[config.mk]
export PLATFORM = sky130hd
export DESIGN_NAME = mux4_way16
export DESIGN_NICKNAME = d
export VERILOG_FILES = /design/src/rtl/hack_pkg.sv /design/src/rtl/mux2_way16.sv /design/src/rtl/mux4_way16.sv
export SDC_FILE = /design/constraint.sdc
export NUM_CORES = 1
export LEC_CHECK = 0
export ABC_AREA = 0
export BUFFER_PORTS_ARGS = -buffer_cell sky130_fd_sc_hd__buf_2
export CAP_MARGIN = 10
export CORE_UTILIZATION = 31
export CTS_BUF_LIST = sky130_fd_sc_hd__clkbuf_4 sky130_fd_sc_hd__clkbuf_8
export DETAILED_ROUTE_END_ITERATION = 12
export GPL_ROUTABILITY_DRIVEN = 0
export HOLD_SLACK_MARGIN = 0.12
export PLACE_DENSITY = 0.78
export SETUP_SLACK_MARGIN = 0.2
export SLEW_MARGIN = 5
export SYNTH_ARGS = -nofsm -noshare
export SYNTH_HDL_FRONTEND = slang
export SYNTH_SLANG_ARGS = --single-unit
[constraint.sdc]
create_clock -name clk -period 1.05 [get_ports clk]
set_input_delay 0.1575 -clock clk [delete_from_list [all_inputs] [get_ports clk]]
set_output_delay 0.1575 -clock clk [all_outputs]
set_load 0.03 [all_outputs]
[src/rtl/hack_pkg.sv]
// Shared definitions for the Hack datapath selector blocks.
// Provides the default word width, the select encodings and the word type.
// No ports; import with `import hack_pkg::*;`.
package hack_pkg;

  localparam int WORD_W = 16;

  localparam logic [1:0] SEL_A = 2'b00;
  localparam logic [1:0] SEL_B = 2'b01;
  localparam logic [1:0] SEL_C = 2'b10;
  localparam logic [1:0] SEL_D = 2'b11;

  typedef logic [WORD_W-1:0] word_t;

endpackage : hack_pkg

[src/rtl/mux2_way16.sv]
// 2:1 WIDTH-bit word selector, purely combinational (zero latency).
// Ports: a_i/b_i data words, sel_i picks b_i when 1, out_o selected word.
// No clock, no reset, no flow control.
module mux2_way16 #(
  parameter int WIDTH = 16
) (
  input  logic [WIDTH-1:0] a_i,
  input  logic [WIDTH-1:0] b_i,
  input  logic             sel_i,
  output logic [WIDTH-1:0] out_o
);

  assign out_o = sel_i ? b_i : a_i;

endmodule : mux2_way16

[src/rtl/mux4_way16.sv]
// 4:1 WIDTH-bit word selector with a combinational result and a registered copy.
// Ports: clk/reset (async active-high, registers only), a..d data, sel select,
//        out (0-cycle), out_q/sel_q (1-cycle copies, no enable, no handshake).
// Optional MUX4WAY16_PARITY_EN adds out_parity (comb) and out_parity_q (registered).
module mux4_way16
  import hack_pkg::*;
#(
  parameter int               WIDTH     = WORD_W,
  parameter logic [WIDTH-1:0] RESET_VAL = '0
) (
  input  logic             clk,
  input  logic             reset,
  input  logic [WIDTH-1:0] a,
  input  logic [WIDTH-1:0] b,
  input  logic [WIDTH-1:0] c,
  input  logic [WIDTH-1:0] d,
  input  logic [1:0]       sel,
  output logic [WIDTH-1:0] out,
  output logic [WIDTH-1:0] out_q,
  output logic [1:0]       sel_q
`ifdef MUX4WAY16_PARITY_EN
  ,
  output logic             out_parity,
  output logic             out_parity_q
`endif
);

  logic [WIDTH-1:0] ab_w;
  logic [WIDTH-1:0] cd_w;

  // First level: choose within each pair by sel[0].
  mux2_way16 #(.WIDTH(WIDTH)) u_mux_ab (
    .a_i   (a),
    .b_i   (b),
    .sel_i (sel[0]),
    .out_o (ab_w)
  );

  mux2_way16 #(.WIDTH(WIDTH)) u_mux_cd (
    .a_i   (c),
    .b_i   (d),
    .sel_i (sel[0]),
    .out_o (cd_w)
  );

  // Second level: choose between the pairs by sel[1].
  mux2_way16 #(.WIDTH(WIDTH)) u_mux_out (
    .a_i   (ab_w),
    .b_i   (cd_w),
    .sel_i (sel[1]),
    .out_o (out)
  );

  logic [WIDTH-1:0] out_d;
  logic [1:0]       sel_d;

  assign out_d = out;
  assign sel_d = sel;

  always_ff @(posedge clk or posedge reset) begin
    if (reset) begin
      out_q <= RESET_VAL;
      sel_q <= SEL_A;
    end else begin
      out_q <= out_d;
      sel_q <= sel_d;
    end
  end

`ifdef MUX4WAY16_PARITY_EN
  logic parity_d;

  // Even parity: 1 when out carries an odd number of ones.
  assign out_parity = ^out;
  assign parity_d   = out_parity;

  always_ff @(posedge clk or posedge reset) begin
    if (reset) begin
      out_parity_q <= 1'b0;
    end else begin
      out_parity_q <= parity_d;
    end
  end
`endif

endmodule : mux4_way16

Word-level counts from Yosys, hierarchy flattened
Cells that the tools add are included.
{"block": "word_totals", "register_bits": 18, "input_bits": 68}
{"block": "classes", "mux": 3}
{"op": "16-bit two-way mux", "count": 3}

Depth between registers and ports, before layout
Gate-level depths: netlist of run 1.
{"block": "depth", "ltp_word": 2, "depth_mapped": 3, "mapped_depth_nobuf": 1}

Cells and area by module
From an unflattened synthesis of run 1, not the netlist that was laid out.
{"block": "unflattened", "hier_cells": 73, "area_unflattened_um2": 1201.2}
{"mod": "mux2_way16", "n_inst": 3, "cells_per_inst": 18, "area_per_inst_um2": 249.0, "seq_area_each_um2": 0.0}
{"mod": "mux4_way16", "n_inst": 1, "cells_per_inst": 19, "area_per_inst_um2": 454.2, "seq_area_each_um2": 450.4}

Worst setup path before layout of run 1
No wires, ideal clock.
{"block": "synth_path", "kind": "input to register", "start": "input sel[0]", "end": "register out_q[10]", "arrival_ns": 1.023, "t_required_ns": 0.874, "path_slack_ns": -0.149, "path_stages": 3, "n_path_buf": 2, "path_cell_list": "buf_6 -> buf_12 -> mux4_2"}
{"block": "synth_between", "elab_chain_cells": 2, "elab_cells_between_ends": 3}
{"item": "start: declaration", "line_no": "mux4_way16.sv:17", "source": "input logic [1:0] sel,"}
{"item": "16-bit two-way mux", "line_no": "mux2_way16.sv:13", "source": "assign out_o = sel_i ? b_i : a_i;"}
{"item": "16-bit two-way mux *", "line_no": "mux2_way16.sv:13"}
{"item": "net out[10]", "line_no": "mux4_way16.sv:18", "source": "output logic [WIDTH-1:0] out,"}
{"item": "end signal: assignment", "line_no": "mux4_way16.sv:65", "source": "out_q <= out_d;"}
{"item": "end: declaration", "line_no": "mux4_way16.sv:19", "source": "output logic [WIDTH-1:0] out_q,"}
The timed path passes the listed nets; every way through them passes the cells marked *.

Worst setup path after layout of run 1
{"block": "layout_path", "start": "input sel[0]", "end": "output out[4]"}
{"block": "layout_between", "elab_chain_cells": 2, "elab_cells_between_ends": 3}
{"item": "16-bit two-way mux", "line_no": "mux2_way16.sv:13"}
{"item": "16-bit two-way mux *", "line_no": "mux2_way16.sv:13"}
{"item": "end: declaration", "line_no": "mux4_way16.sv:18"}
Mark *: on every way between the ends. The rest lies on a longest branch, timed or not.

==> results of run 1 <==
-- cells by family (layout without fill, tap and decap cells) --
logic type / count (synthesis) / after routing / share of synthesized area, %
DFF: 18 / 18 / 51.3
muxes: 16 / 16 / 43.6
buffers and inverters: 5 / 123 / 5.13
-- where the power goes --
part | total [mW] | switching (mW) | internal, mW
sequential | 0.792 | 0.0333 | 0.759
clock | 0.435 | 0.224 | 0.211
combinational | 1.01 | 0.485 | 0.523
-- final cells by class --
type	instances	share of cell area (%)
Timing Repair Buffer	118	51.4
Multi-Input combinational cell	16	19.7
Tap cell	30	2.05
Sequential cell	18	24.6
Inverter	1	0.205
Clock buffer	4	1.98
-- flip-flops by register name, indices dropped and copies added, names as in the netlist --
register / cells
sel_q: 2
out_q: 16
-- what timing repair did --
item / CTS / global route
pin swaps: 0 / 0
gates resized for setup: 78 / 4
hold buffers: 2 / 1
setup endpoints to repair: 35 / 38
gates cloned: 1 / 0
buffers inserted: 4 / 4
endpoints found under the hold margin: 19 / 1
-- routing by layer --
metal,up-vias,part of all wire (%),track usage (%)
li1,400,-,-
met1,431,32,24.1
met2,55,60,44.1
met3,10,5.1,2.81
met4,0,3.4,11.8
met5,-,0,0
-- per-stage QoR --
stage	instance area [µm²]	std cells	util, %
final	1830	187	71.2
after global routing	1830	187	71.2
after CTS	1770	182	69.1
after detailed placement	1450	171	56.5
after global placement	1450	171	56.5
after floorplan	883	39	-
-- worst paths after layout --
kind / startpoint / end / slack (ps)
setup / recovery: sel[0] / out[4] / -190
hold / removal: d[11] / out_q[11]$_DFF_PP0_ / 210
max in group asynchronous: reset / sel_q[1]$_DFF_PP0_ / 300
min in group asynchronous: reset / out_q[1]$_DFF_PP0_ / 310
-- Yosys cell counts (all sizes together) --
cell | number | area share [%]
buf | 4 | 4.7
dfrtp | 18 | 51
inv | 1 | 0.43
mux4 | 16 | 44
-- critical path, delay by kind of cell --
kind,cells,cell delay [ps]
buffers and inverters,3,390
multiplexers,1,540
==> impl_metrics.csv, run 1 <==
group,metric,value,unit
outcome,run_status,"finished with violations",
outcome,violations,"setup timing",
setup_path,cp-start-kind,"input pin",
pwr,power,2.23,mW
global_route,grt_max_degree,14,
floorplanning,die-area,3050,µm²
sta,worst_slack,-191,ps
yosys,ys_ff_latch,18,
floorplanning,initial_core_util,34.2,%
pwr,p_leak,0.919,nW
detailed_routing,drc,0,
sta,setup_viol,16,
sta,min_period,1240,ps
detailed_routing,drt_iter0_markers,18,
cts,cts_tree,"built",
yosys,syn_nets,107,
floorplanning,rows,18,
setup_path,crit_type,"input pin to primary output",
min_path,hp-class,"input pin to flip-flop",
global_route,antenna_found_initial,0,
layout,antennaDiodeCount,0,
yosys,synth_cells,39,
detailed_routing,num_vias,896,
sta,slew_viol_final,0,
detailed_routing,first_pass_iters,4,
sta,timing.slew.headroom,84.0,%
global_route,grt_pass1_wl,5.33,mm
place,portBuffers,101,
pwr,peakVddDrop,0.00100,V
yosys,ys_warn_count,0,
place,hpwl,2.33,mm
layout,area.growth.synth_to_final,108,%
cts,cts_buffers,3,
layout,layout_commonest_cell,"buf_2",
floorplanning,core,2570,µm²
sta,hold_slack,213,ps
sta,rsz0062_at_grt,"true",
min_path,hold_depth,2,
setup_path,cp-end-kind,"primary output",
layout,n_fill_cell,190,
layout,seq_area,450,µm²
yosys,syn_area,878,µm²
sta,worstMarginPinSlew,239,ps
global_route,grt_usage,23.0,%
sta,tns,-2620,ps
global_route,grt_pass1_vias,1046,
sta,fmax,0.806,GHz
flow_run,cap_violations,0,
cts,cts-root-buf,"clkbuf_4",
sta,report.final.hold_viol_count,0,
cts,cts_buffer_depth,2,
layout,layout.nets,226,
layout,multi_input_area,360,µm²
floorplanning,pin_count,102,
place,pre_cts_slack,-342,ps
yosys,synth_seq_area_share,51.3,%
floorplanning,die-height,55.2,µm
layout,drive_above_1_share,86.0,%
pwr,power_density,1220,nW/µm²
setup_path,path_cells,"buf_12, buf_12, mux4_2, buf_6",
yosys,synth.distinct_cells,7,
detailed_routing,antenna_left,0,
detailed_routing,drt-vias-per-instance,4.79,
global_route,gr-total-overflow,0,
setup_path,crit_required,890,ps
setup_path,path_max_fanout,5,
cts,path_clk_slew,110,ps
detailed_routing,totalWireLength,3.28,mm
sta,fin_crit_sh,118,%
setup_path,slowest_stage,"mux4_2",
setup_path,worstPathArrival,1080,ps
setup_path,slowest_delay,540,ps
setup_path,crit_top_cell,"buf_12",
detailed_routing,wl_per_cell,17.6,µm
cts,h-tree-depth,1,
cts,cts.sinks,18,
layout,final_cell_mix,"buf_2, buf_6, dfrtp_1",
yosys,avgSynthCellArea,22.5,µm²
floorplanning,die_x,55.2,µm
Power figures use the tool's default switching activity.
==> inputs of run 2 (changes only) <==
Settings changed: ABC_AREA 0 to 1, CORE_UTILIZATION 31 to 36.
==> run 2 against run 1 <==
  * The run now ends clean
  * Utilization rose by 16 points
  * Worst setup slack improved by 220 ps
  * Global-route usage rose by 1.5 points
  * Routed wire length rose by 67%
  * Clock power rose by 6.7%
  * First-iteration DRC count rose to 5.4 times the previous value
  * Combinational power rose by 39%
  * Synthesized cell count rose to 5.3 times the previous value
==> impl_metrics.csv, run 2 <==
group,metric,value,unit
outcome,run_status,"finished, final reports clean",
pwr,peakVddDrop,0.000633,V
cts,cts_buffer_depth,2,
detailed_routing,wl_per_cell,14.9,µm
detailed_routing,num_vias,1706,
sta,report.final.hold_viol_count,0,
global_route,gr-total-overflow,0,
detailed_routing,drt-vias-per-instance,4.64,
sta,setup_viol,0,
layout,layout.nets,391,
yosys,synth_ff_type,"dfrtp_1",
floorplanning,core,3340,µm²
floorplanning,pin_count,102,
detailed_routing,drt_iter0_markers,97,
global_route,grt_pass1_wl,6.62,mm
global_route,grt_usage,24.4,%
floorplanning,initial_core_util,37.8,%
cts,cts_tree,"built",
setup_path,crit_required,890,ps
yosys,ys_ff_latch,18,
yosys,yosysMostFrequentCell,"nand2_1",
layout,regMostFlops,"out_q",
yosys,synth-async-reset-ratio,100,%
detailed_routing,first_pass_iters,4,
global_route,antenna_found_initial,0,
layout,antennaDiodeCount,0,
setup_path,path_max_fanout,8,
setup_path,slowest_delay,170,ps
sta,slew_viol_final,0,
setup_path,crit_start,"sel[0]",
cts,cts_buffers,3,
setup_path,slowest_stage,"buf_12",
layout,largest_registers,"out_q: 16 flops, sel_q: 2 flops",
place,hpwl,3.00,mm
yosys,synth_cells,207,
setup_path,path_cells,"buf_16, buf_12, nand2_2, nand3_4, nand2_4, buf_6",
cts,cts.sinks,18,
cts,cts-root-buf,"clkbuf_4",
layout,final_cell_mix,"inv_1, buf_2, nand2_4, buf_6, nand2_1",
sta,fin_crit_sh,97.3,%
layout,final_cells,368,
sta,min_period,1020,ps
yosys,syn_nets,275,
setup_path,crit_type,"input pin to primary output",
detailed_routing,drc,0,
setup_path,cp-end-kind,"primary output",
floorplanning,die-area,3740,µm²
sta,fmax,0.978,GHz
yosys,synthTopCellsByArea,"dfrtp_1, nand2_1, inv_1, nand3_1, buf_6",
yosys,synth_top_area_share,35.7,%
cts,h-tree-depth,1,
pwr,p_leak,1.71,nW
place,dp.cells,351,
setup_path,critical_path.endpoint,"out[6]",
yosys,synth_common_cells,"nand2_1, inv_1, nand3_1",
yosys,syn_area,1260,µm²
detailed_routing,totalWireLength,5.48,mm
pwr,power,2.65,mW
layout,largest_reg_flops,16,
sta,worstMarginPinSlew,259,ps
yosys,ys_warn_count,0,
floorplanning,rows,21,
min_path,hp-class,"input pin to flip-flop",
yosys,synth.distinct_cells,9,
pwr,power_density,915,nW/µm²
detailed_routing,antenna_left,0,
yosys,synth_edf_count,0,
flow_run,cap_violations,0,
yosys,synth_seq_area_share,35.7,%
layout,area.growth.synth_to_final,130,%
sta,timing.slew.headroom,82.7,%
sta,rsz0062_at_grt,"true",
setup_path,worstPathArrival,860,ps
cts,path_clk_slew,120,ps
global_route,grt_max_degree,19,
floorplanning,die-height,61.2,µm
place,portBuffers,101,
floorplanning,die_x,61.2,µm
global_route,grt_pass1_vias,1569,
yosys,avgSynthCellArea,6.09,µm²
layout,drive_above_1_share,65.2,%
yosys,yosys.area.top_type,"dfrtp_1",
setup_path,cp-start-kind,"input pin",
## run 2: report_power, final
part | internal [mW] | leakage [nW] | switching [mW] | total, mW
clock | 0.211 | 0.0210 | 0.253 | 0.464
sequential | 0.756 | 0.211 | 0.0306 | 0.786
combinational | 0.625 | 1.48 | 0.776 | 1.40
total | 1.59 | 1.71 | 1.06 | 2.65
## run 2: metrics by stage
step                TNS (ps)  hold WS (ps)  utilization [%]  cell area, µm²  worst slack [ps]
CTS                        0           157             79.7            2660              40.3
finish                     0           176             86.8            2900              27.9
floorplan                  0          96.1                -            1650               191
global route               0           157             86.8            2900              3.87
detailed placement      -895           196             64.8            2160             -95.8
global placement        -672           197             64.8            2160             -63.0
## run 2: how the worst min path moves through the flow
| stage | startpoint | slack [ps] | end | depth (start not counted) |
|---|---|---|---|---|
| 2_1_floorplan | reset | 100 | out_q[0]$_DFF_PP0_ | 1 |
| 3_3_place_gp | reset | 200 | out_q[3]$_DFF_PP0_ | 3 |
| 3_5_place_dp | reset | 200 | out_q[3]$_DFF_PP0_ | 3 |
| 4_1_cts | sel[1] | 160 | out_q[5]$_DFF_PP0_ | 3 |
| 5_1_grt | sel[1] | 160 | out_q[5]$_DFF_PP0_ | 3 |
| 6_report | sel[1] | 180 | out_q[5]$_DFF_PP0_ | 3 |
## run 2: worst max-delay path, delay by kind of cell
family        cells  cell delay (ps)
buf+inv           3              450
simple gates      3              250
## run 2: logic make-up (layout without fill, tap and decap cells)
group                  Yosys count  in the layout  synth area share (%)
flip-flops                      18             18                  35.7
AND/OR/NAND/NOR                112            112                  36.5
buffers and inverters           77            192                  27.7
## run 2: timing repair
item,4_1_cts,5_1_grt
gates resized for setup,103,43
pin swaps,18,36
setup buffers,4,3
hold endpoints to repair,18,0
setup endpoints to repair,34,34
hold buffers,1,0
cloned,4,1
## run 2: area by class of cell
cell class | count | area (µm²)
clock buffer | 4 | 36.3
fill | 176 | 440
inverter | 67 | 280
multi-input combinational | 112 | 1050
sequential | 18 | 450
tap | 46 | 57.6
timing repair buffer | 120 | 1010
timing repair inverter | 1 | 16.3
## run 2: metal layers
layer,wire (µm),up-vias,share of wire [%],track usage [%]
met5,0,-,0,0
met4,87,0,1.6,7.47
met3,355,8,6.5,5.04
met2,3100,89,57,47.5
met1,1940,795,35,26.1
li1,-,814,-,-
==> inputs of run 3 (changes only) <==
Settings changed: PLACE_DENSITY 0.78 to 0.79.
==> run 3 against run 2 <==
  * Count of clock-buffer cells in the layout unchanged
  * Die area unchanged
  * Critical path type unchanged
  * Total power increased by 5.7%
  * Largest power group unchanged
  * Non-clock buffer count increased by 5
  * First-iteration DRC count increased by 51%
  * Sequential share of layout area decreased by 0.91 points
  * Sequential power increased by 0.8%
==> impl_metrics.csv, run 3 (synthesis results as in run 2) <==
group,metric,value,unit
cts,cts_buffers,3,
place,hpwl,2.73,mm
global_route,grt_pass1_vias,1578,
layout,largest_reg_flops,16,
cts,cts_buffer_depth,2,
pwr,combPwrFrac,54.7,%
pwr,power_density,911,nW/µm²
layout,area.growth.synth_to_final,144,%
setup_path,worstPathArrival,880,ps
sta,min_period,1040,ps
sta,worst_slack,7.66,ps
outcome,run_status,"finished, final reports clean",
floorplanning,pin_count,102,
layout,largest_registers,"out_q: 16 flops, sel_q: 2 flops",
pwr,pwr-share-clk,17.0,%
layout,final_cell_mix,"inv_1, buf_2, nand2_4",
sta,setup_viol,0,
layout,regMostFlops,"out_q",
sta,timing.slew.headroom,82.5,%
global_route,grt_pass1_wl,7.39,mm
pwr,p_sw_share,41.5,%
detailed_routing,wl_per_cell,18.6,µm
floorplanning,core,3340,µm²
floorplanning,die_x,61.2,µm
global_route,gr-usage-met1,31.0,%
place,pre_cts_slack,-70.5,ps
detailed_routing,first_pass_iters,4,
cts,cts.sinks,18,
flow_run,cap_violations,0,
sta,worstMarginPinSlew,263,ps
setup_path,path_max_fanout,8,
layout,drive_above_1_share,67.7,%
layout,final_cells,374,
setup_path,cp-end-kind,"primary output",
setup_path,crit_type,"input pin to primary output",
global_route,gr-total-overflow,0,
floorplanning,die-height,61.2,µm
global_route,top_usage_layer,"met2",
global_route,grt_usage,27.6,%
detailed_routing,num_vias,1855,
min_path,hp-class,"input pin to flip-flop",
cts,path_clk_slew,140,ps
floorplanning,die-area,3740,µm²
cts,cts_tree,"built",
detailed_routing,drt-vias-per-instance,4.96,
floorplanning,rows,21,
setup_path,cp-start-kind,"input pin",
layout,layout.nets,397,
layout,antennaDiodeCount,0,
detailed_routing,drc,0,
floorplanning,initial_core_util,37.8,%
pwr,pwr-share-seq,28.3,%
sta,rsz0062_at_grt,"true",
sta,tns,0,ps
global_route,antenna_found_initial,0,
setup_path,crit_required,890,ps
pwr,peakVddDrop,0.000744,V
detailed_routing,totalWireLength,6.94,mm
pwr,power.switching,1.16,mW
cts,h-tree-depth,1,
sta,fmax,0.959,GHz
global_route,met3_usage,5.88,%
place,dp.cells,352,
sta,fin_crit_sh,99.3,%
sta,slew_viol_final,0,
global_route,grtUsageMet2,51.7,%
place,portBuffers,101,
cts,cts-root-buf,"clkbuf_4",
detailed_routing,antenna_left,0,
layout,fin_util,92.2,%
sta,report.final.hold_viol_count,0,
pwr,p_leak,1.79,nW
detailed_routing,drt_iter0_markers,146,
pwr,internal_power,1.64,mW
global_route,grt_max_degree,19,
-- run 3: per-layer routing --
| layer | vias to the layer above | routed length [µm] |
|---|---|---|
| met3 | 29 | 459 |
| met2 | 124 | 3600 |
| met1 | 874 | 2540 |
| met5 | - | 0 |
| met4 | 0 | 333 |
| li1 | 828 | - |
-- run 3: final timing paths --
| path | slack, ps | from | endpoint | depth (start not counted) |
|---|---|---|---|---|
| max | 8 | sel[0] | out[15] | 6 |
| min | 170 | sel[1] | sel_q[1]$_DFF_PP0_ | 2 |
| max in group asynchronous | 410 | reset | out_q[10]$_DFF_PP0_ | 4 |
| min in group asynchronous | 410 | reset | out_q[3]$_DFF_PP0_ | 4 |
-- run 3: area by class of cell --
class	count	area (µm²)
Sequential cell	18	450
Multi-Input combinational cell	112	1180
Clock buffer	4	36.3
Timing Repair inverter	2	28.8
Timing Repair Buffer	125	1050
Fill cell	121	260
Tap cell	46	57.6
Inverter	67	272
-- run 3: worst max-delay path, cell delays in order --
cell and delay [ps]:
buf_16 150, buf_12 170, nand2_2 80, nand3_2 80, nand2_2 100, buf_6 140
-- run 3: through the flow --
step           area [µm²]  total power, mW  hold slack (ps)
5_1_grt              3080             2.92              161
2_1_floorplan        1650             1.48             96.1
6_report             3080             2.80              166
3_5_place_dp         2170             1.76              196
4_1_cts              2830             2.58              167
3_3_place_gp         2170             1.74              193
-- run 3: repair_timing --
action	CTS	global route
buffers inserted	4	7
setup endpoints to repair	34	34
hold endpoints to repair	18	0
pin swaps	39	31
hold buffers	1	0
resized for setup	131	40
gates cloned	6	0
-- run 3: power groups by stage --
| stage | sequential [mW] | combinational [mW] | clock [mW] |
|---|---|---|---|
| 6_report | 0.792 | 1.53 | 0.477 |
| 5_1_grt | 0.797 | 1.61 | 0.514 |
| 4_1_cts | 0.787 | 1.33 | 0.463 |
| 3_5_place_dp | 0.784 | 0.977 | 0 |
| 3_3_place_gp | 0.781 | 0.963 | 0 |
| 2_1_floorplan | 0.918 | 0.559 | 0 |
